**src/rtl/keccak_padder.sv**
```systemverilog
// rtl/keccak_padder.sv - streaming byte-to-rate-block assembler with FIPS 202 padding
module keccak_padder #(
  parameter int         D      = 256,
  parameter int         W      = 8,
  parameter logic [7:0] SUFFIX = 8'h06
) (
  input  logic                       clk,
  input  logic                       reset,
  input  logic                       in_valid,
  output logic                       in_ready,
  input  logic [8*W-1:0]             in_data,
  input  logic [$clog2(W+1)-1:0]     in_bytes,
  input  logic                       in_last,
  output logic                       out_valid,
  input  logic                       out_ready,
  output logic [1600-2*D-1:0]        out_block,
  output logic                       out_last
);

  localparam int R  = 1600 - 2 * D;
  localparam int RB = R / 8;
  localparam int PW = $clog2(RB);

  typedef enum logic [1:0] {
    FILL   = 2'd0,
    EMIT   = 2'd1,
    PADBLK = 2'd2
  } state_e;

  state_e        state_q, state_d;
  logic [PW-1:0] ptr_q, ptr_d;
  logic          pend_q, pend_d;
  logic          last_q, last_d;
  logic [R-1:0]  blk_q, blk_d;

  // Beat decode: effective byte count, pointer as int, and where the tail lands.
  int            n_eff;
  int            ptr_i;
  logic          pad_here;
  logic          block_full;
  logic [R-1:0]  fill_blk;

  // Only a final beat may be short; oversize counts saturate at W.
  always_comb begin
    n_eff = W;
    if (in_last && (int'(in_bytes) < W)) begin
      n_eff = int'(in_bytes);
    end
    ptr_i      = int'(ptr_q);
    pad_here   = in_last && ((ptr_i + n_eff) < RB);
    block_full = (ptr_i + W) == RB;
  end

  // Merge the current beat into the buffer; a final beat that leaves room also lays down the padding.
  always_comb begin
    fill_blk = blk_q;
    for (int k = 0; k < RB; k++) begin
      for (int j = 0; j < W; j++) begin
        if (k == ptr_i + j) begin
          fill_blk[8*k +: 8] = (j < n_eff) ? in_data[8*j +: 8] : 8'h00;
        end
      end
      if (pad_here) begin
        if (k == ptr_i + n_eff) begin
          fill_blk[8*k +: 8] = SUFFIX;
        end else if (k > ptr_i + n_eff) begin
          fill_blk[8*k +: 8] = 8'h00;
        end
      end
    end
    // The closing pad bit shares the top byte with the suffix when the tail ends one byte short.
    if (pad_here) begin
      fill_blk[R-1 -: 8] = fill_blk[R-1 -: 8] | 8'h80;
    end
  end

  // Next-state, buffer update and handshake outputs.
  always_comb begin
    state_d   = state_q;
    ptr_d     = ptr_q;
    pend_d    = pend_q;
    last_d    = last_q;
    blk_d     = blk_q;
    in_ready  = 1'b0;
    out_valid = 1'b0;
    case (state_q)
      FILL: begin
        in_ready = 1'b1;
        if (in_valid) begin
          blk_d = fill_blk;
          if (in_last) begin
            ptr_d   = '0;
            state_d = EMIT;
            if (pad_here) begin
              last_d = 1'b1;
            end else begin
              // Message ended exactly on a block boundary: padding needs a block of its own.
              last_d = 1'b0;
              pend_d = 1'b1;
            end
          end else if (block_full) begin
            ptr_d   = '0;
            last_d  = 1'b0;
            state_d = EMIT;
          end else begin
            ptr_d = ptr_q + PW'(W);
          end
        end
      end
      EMIT: begin
        out_valid = 1'b1;
        if (out_ready) begin
          if (pend_q) begin
            state_d = PADBLK;
          end else begin
            blk_d   = '0;
            last_d  = 1'b0;
            state_d = FILL;
          end
        end
      end
      PADBLK: begin
        blk_d          = '0;
        blk_d[7:0]     = SUFFIX;
        blk_d[R-1 -: 8] = 8'h80;
        last_d         = 1'b1;
        pend_d         = 1'b0;
        state_d        = EMIT;
      end
      default: begin
        state_d = FILL;
      end
    endcase
  end

  // State and buffer registers; reset discards any partial block.
  always_ff @(posedge clk or negedge reset) begin
    if (!reset) begin
      state_q <= FILL;
      ptr_q   <= '0;
      pend_q  <= 1'b0;
      last_q  <= 1'b0;
      blk_q   <= '0;
    end else begin
      state_q <= state_d;
      ptr_q   <= ptr_d;
      pend_q  <= pend_d;
      last_q  <= last_d;
      blk_q   <= blk_d;
    end
  end

  assign out_block = blk_q;
  assign out_last  = last_q;

endmodule

```
**config.mk**
```make
export PLATFORM = sky130hd
export DESIGN_NAME = keccak_padder
export DESIGN_NICKNAME = d
export VERILOG_FILES = /design/src/rtl/keccak_padder.sv
export SDC_FILE = /design/constraint.sdc
export NUM_CORES = 2
export LEC_CHECK = 0
export ABC_AREA = 1
export CAP_MARGIN = 20
export CORE_AREA = 5 5 455 457
export CTS_BUF_LIST = sky130_fd_sc_hd__clkbuf_8
export DETAILED_ROUTE_END_ITERATION = 8
export DIE_AREA = 0 0 460 462
export GPL_TIMING_DRIVEN = 1
export HOLD_SLACK_MARGIN = 0.08
export SLEW_MARGIN = 20
export SYNTH_ARGS = -nofsm -noshare
export SYNTH_HDL_FRONTEND = slang
export SYNTH_SLANG_ARGS = --single-unit
```
**constraint.sdc**
```tcl
create_clock -name clk -period 5.6 [get_ports clk]
set_input_delay 1.12 -clock clk [delete_from_list [all_inputs] [get_ports clk]]
set_output_delay 1.12 -clock clk [all_outputs]
set_load 0.02 [all_outputs]
```
After elaboration in Yosys (flattened, before gate mapping)
Cells that the tools add are included.
{ "totals": {"regBits": 1100, "output_inout_bits": 1091} }
{ "classes": {"mux": 1531, "add_sub_neg": 10, "reduce_logical": 19, "eq_ne": 1224, "magnitude_cmp": 146} }
{ "ops": {"columns": ["op", "count"], "rows": [
  ["8-bit by 32-bit equality test with 1-bit output, first input constant", 512],
  ["8-bit 2-to-1 mux", 1507],
  ["7-bit by 32-bit equality test with 1-bit output, first input constant", 256],
  ["6-bit by 32-bit equality test with 1-bit output, first input constant", 128],
  ["1088-bit 2-to-1 mux", 3],
  ["1088-bit case mux with 3 select lines", 1],
  ["5-bit by 32-bit equality test with 1-bit output, first input constant", 64],
  ["8-bit by 32-bit > comparator with 1-bit output, first input constant", 64],
  ["9-bit by 32-bit equality test with 1-bit output, first input constant", 57],
  ["4-bit by 32-bit equality test with 1-bit output, first input constant", 32],
  ["7-bit by 32-bit > comparator with 1-bit output, first input constant", 32],
  ["8-bit equality test, first input constant", 72],
  ["3-bit by 32-bit equality test with 1-bit output, first input constant", 16],
  ["6-bit by 32-bit > comparator with 1-bit output, first input constant", 16],
  ["32-bit zero test", 9],
  ["2-bit by 32-bit equality test with 1-bit output, first input constant", 8],
  ["7-bit by 8-bit equality test with 1-bit output, first input constant", 32],
  ["5-bit by 32-bit > comparator with 1-bit output, first input constant", 8],
  ["9-bit by 32-bit > comparator with 1-bit output, first input constant", 8],
  ["6-bit by 8-bit equality test with 1-bit output, first input constant", 16],
  ["4-bit by 32-bit > comparator with 1-bit output, first input constant", 4],
  ["4-bit by 32-bit less-than comparator with 1-bit output, first input constant", 4],
  ["5-bit by 8-bit equality test with 1-bit output, first input constant", 8],
  ["3-bit by 32-bit > comparator with 1-bit output, first input constant", 2],
  ["36 further kinds", 71]
]} }

Longest topological paths before layout
{ "logic_depth": {"word_depth": 19, "mapped_depth": 22} }

Worst setup path after synthesis
No wires, ideal clock.
{ "synth_path": {"path_kind": "input-to-reg", "from": "in in_last", "to": "reg blk_q[668] (netlist: out_block[668])", "arrival_time_ns": 3.421, "slack_ns": 2.049, "path_stages": 13, "setup_ns": 0.130, "t_required_ns": 5.470, "cell_sequence": "buf_4 > nand2_1 > buf_2 > ha_1 > inv_1 > clkbuf_1 > nand2_1 > inv_1 > clkbuf_1 > nand4_1 > buf_2 > nand4_1 > o21ai_0"} }
{ "synth_via": {"elab_chain_cells": 17} }
{ "synth_lines": {"columns": ["item", "line", "text"], "rows": [
  ["start: declaration", "13", "input logic in_last,"],
  ["1-bit logical AND", "46", "if (in_last && (int'(in_bytes) < W)) begin"],
  ["4-bit 2-to-1 mux", "46", null],
  ["1-bit by 32-bit less-than comparator with 1-bit output", "60", "fill_blk[8*k +: 8] = (j < n_eff) ? in_data[8*j +: 8] : 8'h00;"],
  ["8-bit 2-to-1 mux", "60", null],
  ["8-bit 2-to-1 mux (8 in series)", "59", "if (k == ptr_i + j) begin"],
  ["8-bit 2-to-1 mux", "66", "end else if (k > ptr_i + n_eff) begin"],
  ["8-bit 2-to-1 mux", "64", "if (k == ptr_i + n_eff) begin"],
  ["8-bit 2-to-1 mux *", "63", "if (pad_here) begin"],
  ["1088-bit 2-to-1 mux *", "89", "if (in_valid) begin"],
  ["1088-bit case mux with 3 select lines *", "86", "case (state_q)"],
  ["end signal: assignment", "149", "blk_q <= blk_d;"],
  ["end: declaration", "34", "logic [R-1:0] blk_q, blk_d;"]
]} }
Every way passes the cells marked *; elsewhere a longest branch is shown, timed or not. The select of a mux whose other input is x is not followed.
A chain may end at the register's enable or synchronous reset.

Final worst setup path
{ "layout_path": {"from": "in in_bytes[3]", "to": "reg blk_q[853] (netlist: out_block[853])"} }
{ "layout_via": {"elab_chain_cells": 18} }
{ "layout_lines": {"columns": ["item", "line", "text"], "rows": [
  ["start: declaration", "12", "input logic [$clog2(W+1)-1:0] in_bytes,"],
  ["4-bit less-than comparator", "46", null],
  ["1-bit logical AND", "46", null],
  ["4-bit 2-to-1 mux *", "46", null],
  ["1-bit by 32-bit less-than comparator with 1-bit output", "60", null],
  ["8-bit 2-to-1 mux", "60", null],
  ["8-bit 2-to-1 mux (8 in series)", "59", null],
  ["8-bit 2-to-1 mux", "66", null],
  ["8-bit 2-to-1 mux", "64", null],
  ["8-bit 2-to-1 mux *", "63", null],
  ["1088-bit 2-to-1 mux *", "89", null],
  ["1088-bit case mux with 3 select lines *", "86", null]
]} }
Marked as above.

==> flow_summary.ini <==
[grt]
track_usage_pct = 33.72
overflow = 0
grt_max_degree = 207
grt_pass1_wl_mm = 499.7
antenna_found_initial = 35
grt_pass1_vias = 58442

[clock_network]
cts_root_buffer = clkbuf_8
cts_tree = yes
cts_made_buffers = 208
htree_levels = 4
cts_sinks = 1097
post_cts_buffers = 0
clock_latency_ns = 0.95
clkTransAtPathRegs_ns = 0.06
cts_buffer_depth = 3

[route]
drtIter0Drc = 8684
via_per_inst = 5.653
wl_per_cell_um = 32.99
drt_wl_total_mm = 375.5
drc_errors = 0
first_pass_iters = 6
ant_nets = 0
num_vias = 64346

[floorplan]
core_sq_um = 203100
fp.dieH_um = 462
die_area_sq_um = 212500
io_pins = 1164
start_util_pct = 28.20
num_rows = 166
fp.dieW_um = 460

[critical_path]
cpMostUsedCell = nand2_1
reg2reg_depth = 11
cpPeakStageDelay_ns = 0.61
setup.worst_path.start_class = input port
arrival_ns = 5.36
path_buf_inv = 4
cp_slowest_cell = nand2_1
cp-end-kind = register
r2r_start = ptr_q[3]$_DFFE_PN0P_
crit_type = in2reg
crit_family = simple AND/OR/NAND/NOR gates
cp_cell_sequence = clkdlybuf4s50_1, inv_1, nand2_1, buf_4, nor2_1, ha_1, nor2_1, inv_1, nand2_1, nand2_1, nand2_1, nand2_1, nand2_1, o21ai_0
ff2ff_setup_slack_ns = 1.33
cp_data_required_time_ns = 6.41
critical_path.max_fanout = 12
rr_endpoint = out_block[1082]$_DFFE_PN0P_

[timing]
final-setup-viol-count = 0
max_freq_mhz = 219.8
worst_pin_slew_ns = 1.257
period_needed_ns = 4.549
setup_tns_ns = 0
finalHoldViolCount = 0
rsz0062_at_grt = false
finalMaxSlewViolations = 0
fin_skew_ns = 0.04618
post-route-period-util_pct = 81.24
slew_headroom_pct = 16.18

[min_path]
min_from = out_block[1016]$_DFFE_PN0P_
min_delay_path_depth = 2
hold_end = out_block[1016]$_DFFE_PN0P_
hold_path_class = reg2reg

[pwr]
power.total_mw = 33.00
p_leak_nw = 34.03
p_per_area_nw_per_um2 = 428.6
vdd_drop_max_mv = 0.6245

[flow_run]
cap_violations = 0

[synthesis]
synth.avg_cell_area_sq_um = 7.668
synth_edf_count = 0
syn-cell-area_sq_um = 57290
synth.net_count = 7551
ys.flop_type = dfrtp_1
synth_warnings = 0
synth_seq_area_share_pct = 47.92
ys_types = 46
syn_inst = 7471
async_reset_ff_share_pct = 100.0
ys_seq_elements = 1097

[run_status]
status = completed

[placement]
dpl_cell_area_sq_um = 72410
gp_congestion = 1.040
hpwl_mm = 268.4
place_inst = 10976
io_buffers = 1163

[cells_and_area]
nets = 8582
final_util_pct = 37.91
final_area_sq_um = 77000
drive_above_1_share_pct = 7.948
stdcell_count = 11382
syn_to_final_growth_pct = 34.40
==> Yosys cell counts (65+ instances only) <==
cell type | instances | share of area, %
o211ai_1 | 334 | 4.4
a21oi_1 | 594 | 5.2
nand3_1 | 250 | 2.2
nand2_1 | 2472 | 16
nand4_1 | 65 | 0.71
nor2_1 | 268 | 1.8
dfrtp_1 | 1097 | 48
inv_1 | 328 | 2.1
clkbuf_1 | 489 | 3.2
o31ai_1 | 72 | 0.94
o21ai_0 | 970 | 8.5
a22o_1 | 112 | 1.7
==> per-layer routing <==
| metal | global-route usage, % | routed length [um] | vias to the layer above |
|---|---|---|---|
| li1 | - | - | 27520 |
| met1 | 42.01 | 146100 | 31761 |
| met2 | 49.54 | 158500 | 4144 |
| met3 | 11.87 | 42830 | 915 |
| met4 | 21.75 | 28040 | 6 |
| met5 | 0 | 48 | - |
==> state kept, by name (all words and copies together) (netlist names) <==
| register | flops |
|---|---|
| pend_q | 1 |
| state_q | 2 |
| out_block | 1088 |
| ptr_q | 5 |
| out_last | 1 |
==> through the flow <==
step                      setup slack (ns)  hold WS (ns)
after global routing                0.9860        0.5185
after CTS                            1.333        0.4921
final                                1.051        0.4954
after floorplan                      2.049        0.4534
after global placement              0.2516        0.4732
after detailed placement            0.2794        0.4776
==> area by class of cell <==
type	instances	area, sq um
diodes	25	62.56
multi-input cells	5437	26480
well taps	2688	3363
clock buffers	271	3730
repair buffers	1402	13850
clock inverters	106	696.9
flip-flops and latches	1097	27450
fillers	20780	126100
inverters	356	1361
==> power breakdown <==
part           leakage [nW]  switching (mW)  internal, mW  total (mW)
logic                  16.3            11.1          3.71        14.8
clock network          2.54            4.00          4.65        8.64
registers              15.2           0.753          8.79        9.54
==> how the worst max path moves through the flow <==
stage | start | end | depth (start not counted)
after global placement | in_bytes[3] | out_block[854]$_DFFE_PN0P_ | 14
final | in_bytes[3] | out_block[853]$_DFFE_PN0P_ | 14
after floorplan | in_last | out_block[668]$_DFFE_PN0P_ | 13
after detailed placement | in_bytes[3] | out_block[848]$_DFFE_PN0P_ | 14
after CTS | ptr_q[3]$_DFFE_PN0P_ | out_block[1082]$_DFFE_PN0P_ | 11
after global routing | ptr_q[3]$_DFFE_PN0P_ | out_block[1082]$_DFFE_PN0P_ | 11
==> logic make-up after synthesis <==
| kind of cell | share of synthesized area, % |
|---|---|
| buffers and inverters | 6.325 |
| XOR/XNOR | 0.07644 |
| flip-flops | 47.92 |
| other | 0.006546 |
| adder cells (fa/ha/maj) | 0.1529 |
| AO/OA/AOI/OAI | 23.91 |
| AND/OR/NAND/NOR | 21.61 |
==> placed cells by master (no fill, tap or decap), types with 56 or more instances in the layout <==
cell / n
a21oi_1: 591
a22o_1: 112
a32o_1: 62
buf_4: 206
clkbuf_8: 271
clkdlybuf4s50_1: 1162
dfrtp_1: 1097
inv_1: 392
nand2_1: 2426
nand2_2: 56
nand3_1: 249
nand4_1: 65
nor2_1: 251
o2111ai_1: 64
o211ai_1: 334
o21ai_0: 969
o31ai_1: 72
==> worst reg2reg max path, cell delays in order (launching register included) <==
cell and delay (ns):
dfrtp_1 0.73, clkinv_1 0.55, nand2_1 0.41, inv_1 0.09
nand3_2 0.06, buf_4 0.38, clkinv_2 0.84, buf_4 0.60
nand2_1 0.11, o211ai_1 0.10, nand3_1 0.10, o21ai_0 0.10
==> timing repair <==
item,in CTS,in global routing
endpoints found under the hold margin,11,0
hold buffers,1,0
gates resized for setup,0,0
(Power assumes the default switching activity.)
==> patch: new RTL, same flow settings <==
Set the parameter `D` to 128 (it was 256).
--- a/src/rtl/keccak_padder.sv
+++ b/src/rtl/keccak_padder.sv
@@ -1,6 +1,6 @@
 // rtl/keccak_padder.sv - streaming byte-to-rate-block assembler with FIPS 202 padding
 module keccak_padder #(
-  parameter int         D      = 256,
+  parameter int         D      = 128,
   parameter int         W      = 8,
   parameter logic [7:0] SUFFIX = 8'h06
 ) (
Interface: changed (resized out_block); port bits go from 1164 to 1420. No check against the original RTL was run, so the function may have changed too.
==> patch against the original RTL <==
Synthesized area up 25%. Total power increased by 16%. Wire length is 23% higher. Sequential cell count increased by 256. Utilization up 8.5 points. Setup slack got worse by 0.11 ns. Combinational power is 16% higher. Design area up 22%.
==> patch: results (changes against the original RTL) <==
{| class="wikitable"
! Metric !! Value
|-
| Weighted congestion at the end of routability-driven global placement || 1.04 (-0.44%)
|-
| # fillers || 20200 (-2.9%)
|-
| Clock tree buffer depth || 3 (unchanged)
|-
| Post-Syn Nets || 9752 (+29%)
|-
| Proportion of layout cells with a drive suffix above 1 || 7.53% (-0.42 points)
|-
| Placed cell count || 13300 (+21%)
|-
| Worst reg2reg endpoint || out_block[1252]
|-
| Worst slew pin tran || 1.28 ns (+0.0188 ns)
|-
| Result of the run || complete, no violations
|-
| Area after DPL || 89100 um^2 (+23%)
|-
| Unique cell type count in the Yosys netlist || 48 (+4.3%)
|-
| Launch point of the worst reg-to-reg path || ptr_q[4]
|-
| H-tree depth || 4 (unchanged)
|-
| Post-CTS sizing || 0 (unchanged)
|-
| Critical path origin || in_bytes[1]
|-
| Setup clock skew after layout || 0.0508 ns (+0.00458 ns)
|-
| Congestion Overflow GR || 0 (unchanged)
|-
| Worst Setup EP || out_block[1137]
|-
| Flip-flop count of the largest register, all copies and words added || 1344 (+24%)
|-
| Maximum single-stage delay on the critical path || 0.88 ns (+0.27 ns)
|-
| Critical Setup Path Class || primary input to flip-flop
|-
| Seq/Total Area, Yosys || 47.4% (-0.55 points)
|-
| Clock slew at reported path FFs || around 0.070 ns
|-
| Async set-or-reset flop fraction in the synthesized netlist || 100% (unchanged)
|-
| Leakage || 0.0425 uW (+25%)
|-
| Number of violations reported at the end of detailed-routing iteration 0 || 11500 (+32%)
|-
| Synth warn || 0 (unchanged)
|-
| First-pass iteration count of the detailed router || 9 (+3)
|-
| Non-filler cells in the finished layout || 13800 (+21%)
|-
| Worst voltage drop across the vdd grid || 0.000622 V (-0.47%)
|-
| Final #Nets || 10900 (+27%)
|-
| Arrival time of the worst setup path || 5.61 ns (+0.25 ns)
|-
| Clock network latency to the later pin of the worst-skew pair || 1.07 ns (+0.12 ns)
|-
| Largest net degree at the start of global routing || 219 (+5.8%)
|-
| Total detailed-routing wirelength || 463 mm (+23%)
|-
| Top cells by instance count after synthesis || 3302 x nand2_1, 1353 x dfrtp_1, 1238 x o21ai_0, 787 x a21oi_1, 652 x clkbuf_1
|-
| Total CTS buffers || 241 (+16%)
|-
| Number of global-route vias before repair || 73200 (+25%)
|-
| CP Max Fanout || 21 (+9)
|-
| Number of antenna violations at the first check in global routing || 51 (+46%)
|-
| Post-detail-place hpwl || 329 mm (+23%)
|-
| Standard cell with the maximum stage delay on the critical path || o21ai_1
|-
| Number of vias after detailed routing || 82000 (+27%)
|-
| Number of cell instances on the worst register-to-register path || 12 (+1)
|-
| GRT Overall Usage || 41.6% (+7.9 points)
|-
| Ranking of synthesized cells by area || dfrtp_1 47%, nand2_1 17%, o21ai_0 8.7%
|-
| Cell count after synthesis || 9672 (+29%)
|-
| Global-route wire length before repair || 618 mm (+24%)
|-
| Worst reg2reg setup slack || 1.75 ns (+0.42 ns)
|-
| Clock tree root driver cell || clkbuf_8
|-
| Number of input and output port buffers inserted || 1419 (+22%)
|-
| Class of the most critical hold timing path || flip-flop to flip-flop
|}
-- patch: worst min path at each step --
stage / startpoint / endpoint / slack (ns) / cells after the start
2_1_floorplan: pend_q / pend_q / 0.45 / 2
3_3_place_gp: pend_q / pend_q / 0.48 / 2
3_5_place_dp: out_block[688] / out_block[688] / 0.48 / 2
4_1_cts: out_block[1200] / out_block[1200] / 0.50 / 2
5_1_grt: out_block[930] / out_block[930] / 0.51 / 2
6_report: out_block[1075] / out_block[1075] / 0.50 / 2
-- patch: where the power goes --
part           switching, uW  internal (uW)
sequential               752          10600
combinational          13100           3950
clock                   4740           5160
total                  18600          19800
-- patch: metal layers --
layer  GRT usage (%)  vias to the layer above  wire (um)
met5           0.339                        -        170
li1                -                    34700          -
met3            12.9                     1261      55800
met2            60.4                     5721     194000
met1            52.3                    40300     173000
met4            30.0                       10      40500
-- patch: layout make-up --
class / count / area (um^2) / share of cell area (%)
diodes: 24 / 60.1 / 0.0637
flip-flops and latches: 1353 / 33900 / 35.9
clock buffers: 316 / 4350 / 4.61
multi-input cells: 7031 / 33100 / 35.1
clock inverters: 122 / 659 / 0.699
well taps: 2688 / 3360 / 3.57
repair buffers: 1696 / 16900 / 17.9
inverters: 534 / 2030 / 2.15
-- patch: critical path: cells and delay by family --
family | cells | cell delay (ns)
buffers and inverters | 2 | 1.02
AND/OR/NAND/NOR | 4 | 1.12
AO/OA/AOI/OAI | 4 | 2.34
-- patch: cells by family (layout without fill, tap and decap cells) --
family / after synthesis / count (layout) / share of synthesized area [%]
AOI/OAI and AO/OA: 2721 / 2721 / 21.6
other: 1 / 25 / 0.00525
xor gates and xnor gates: 4 / 4 / 0.0595
buffers and inverters: 1288 / 2668 / 6.91
and+or+nand+nor: 4298 / 4298 / 23.9
adders and majority gates: 7 / 7 / 0.123
DFF: 1353 / 1353 / 47.4
-- patch: metrics by stage --
step | hold slack [ns] | util (%) | setup slack, ns
global route | 0.513 | 46.4 | 0.903
floorplan | 0.453 | - | 1.90
global placement | 0.476 | 43.9 | 0.129
detailed placement | 0.485 | 43.9 | 0.117
CTS | 0.501 | 46.3 | 1.22
finish | 0.503 | 46.4 | 0.937
-- patch: repair_timing --
item	CTS	global route
hold buffers	1	0
buffers inserted	0	0
endpoints found under the hold margin	80	0
endpoints found under the setup margin	0	0
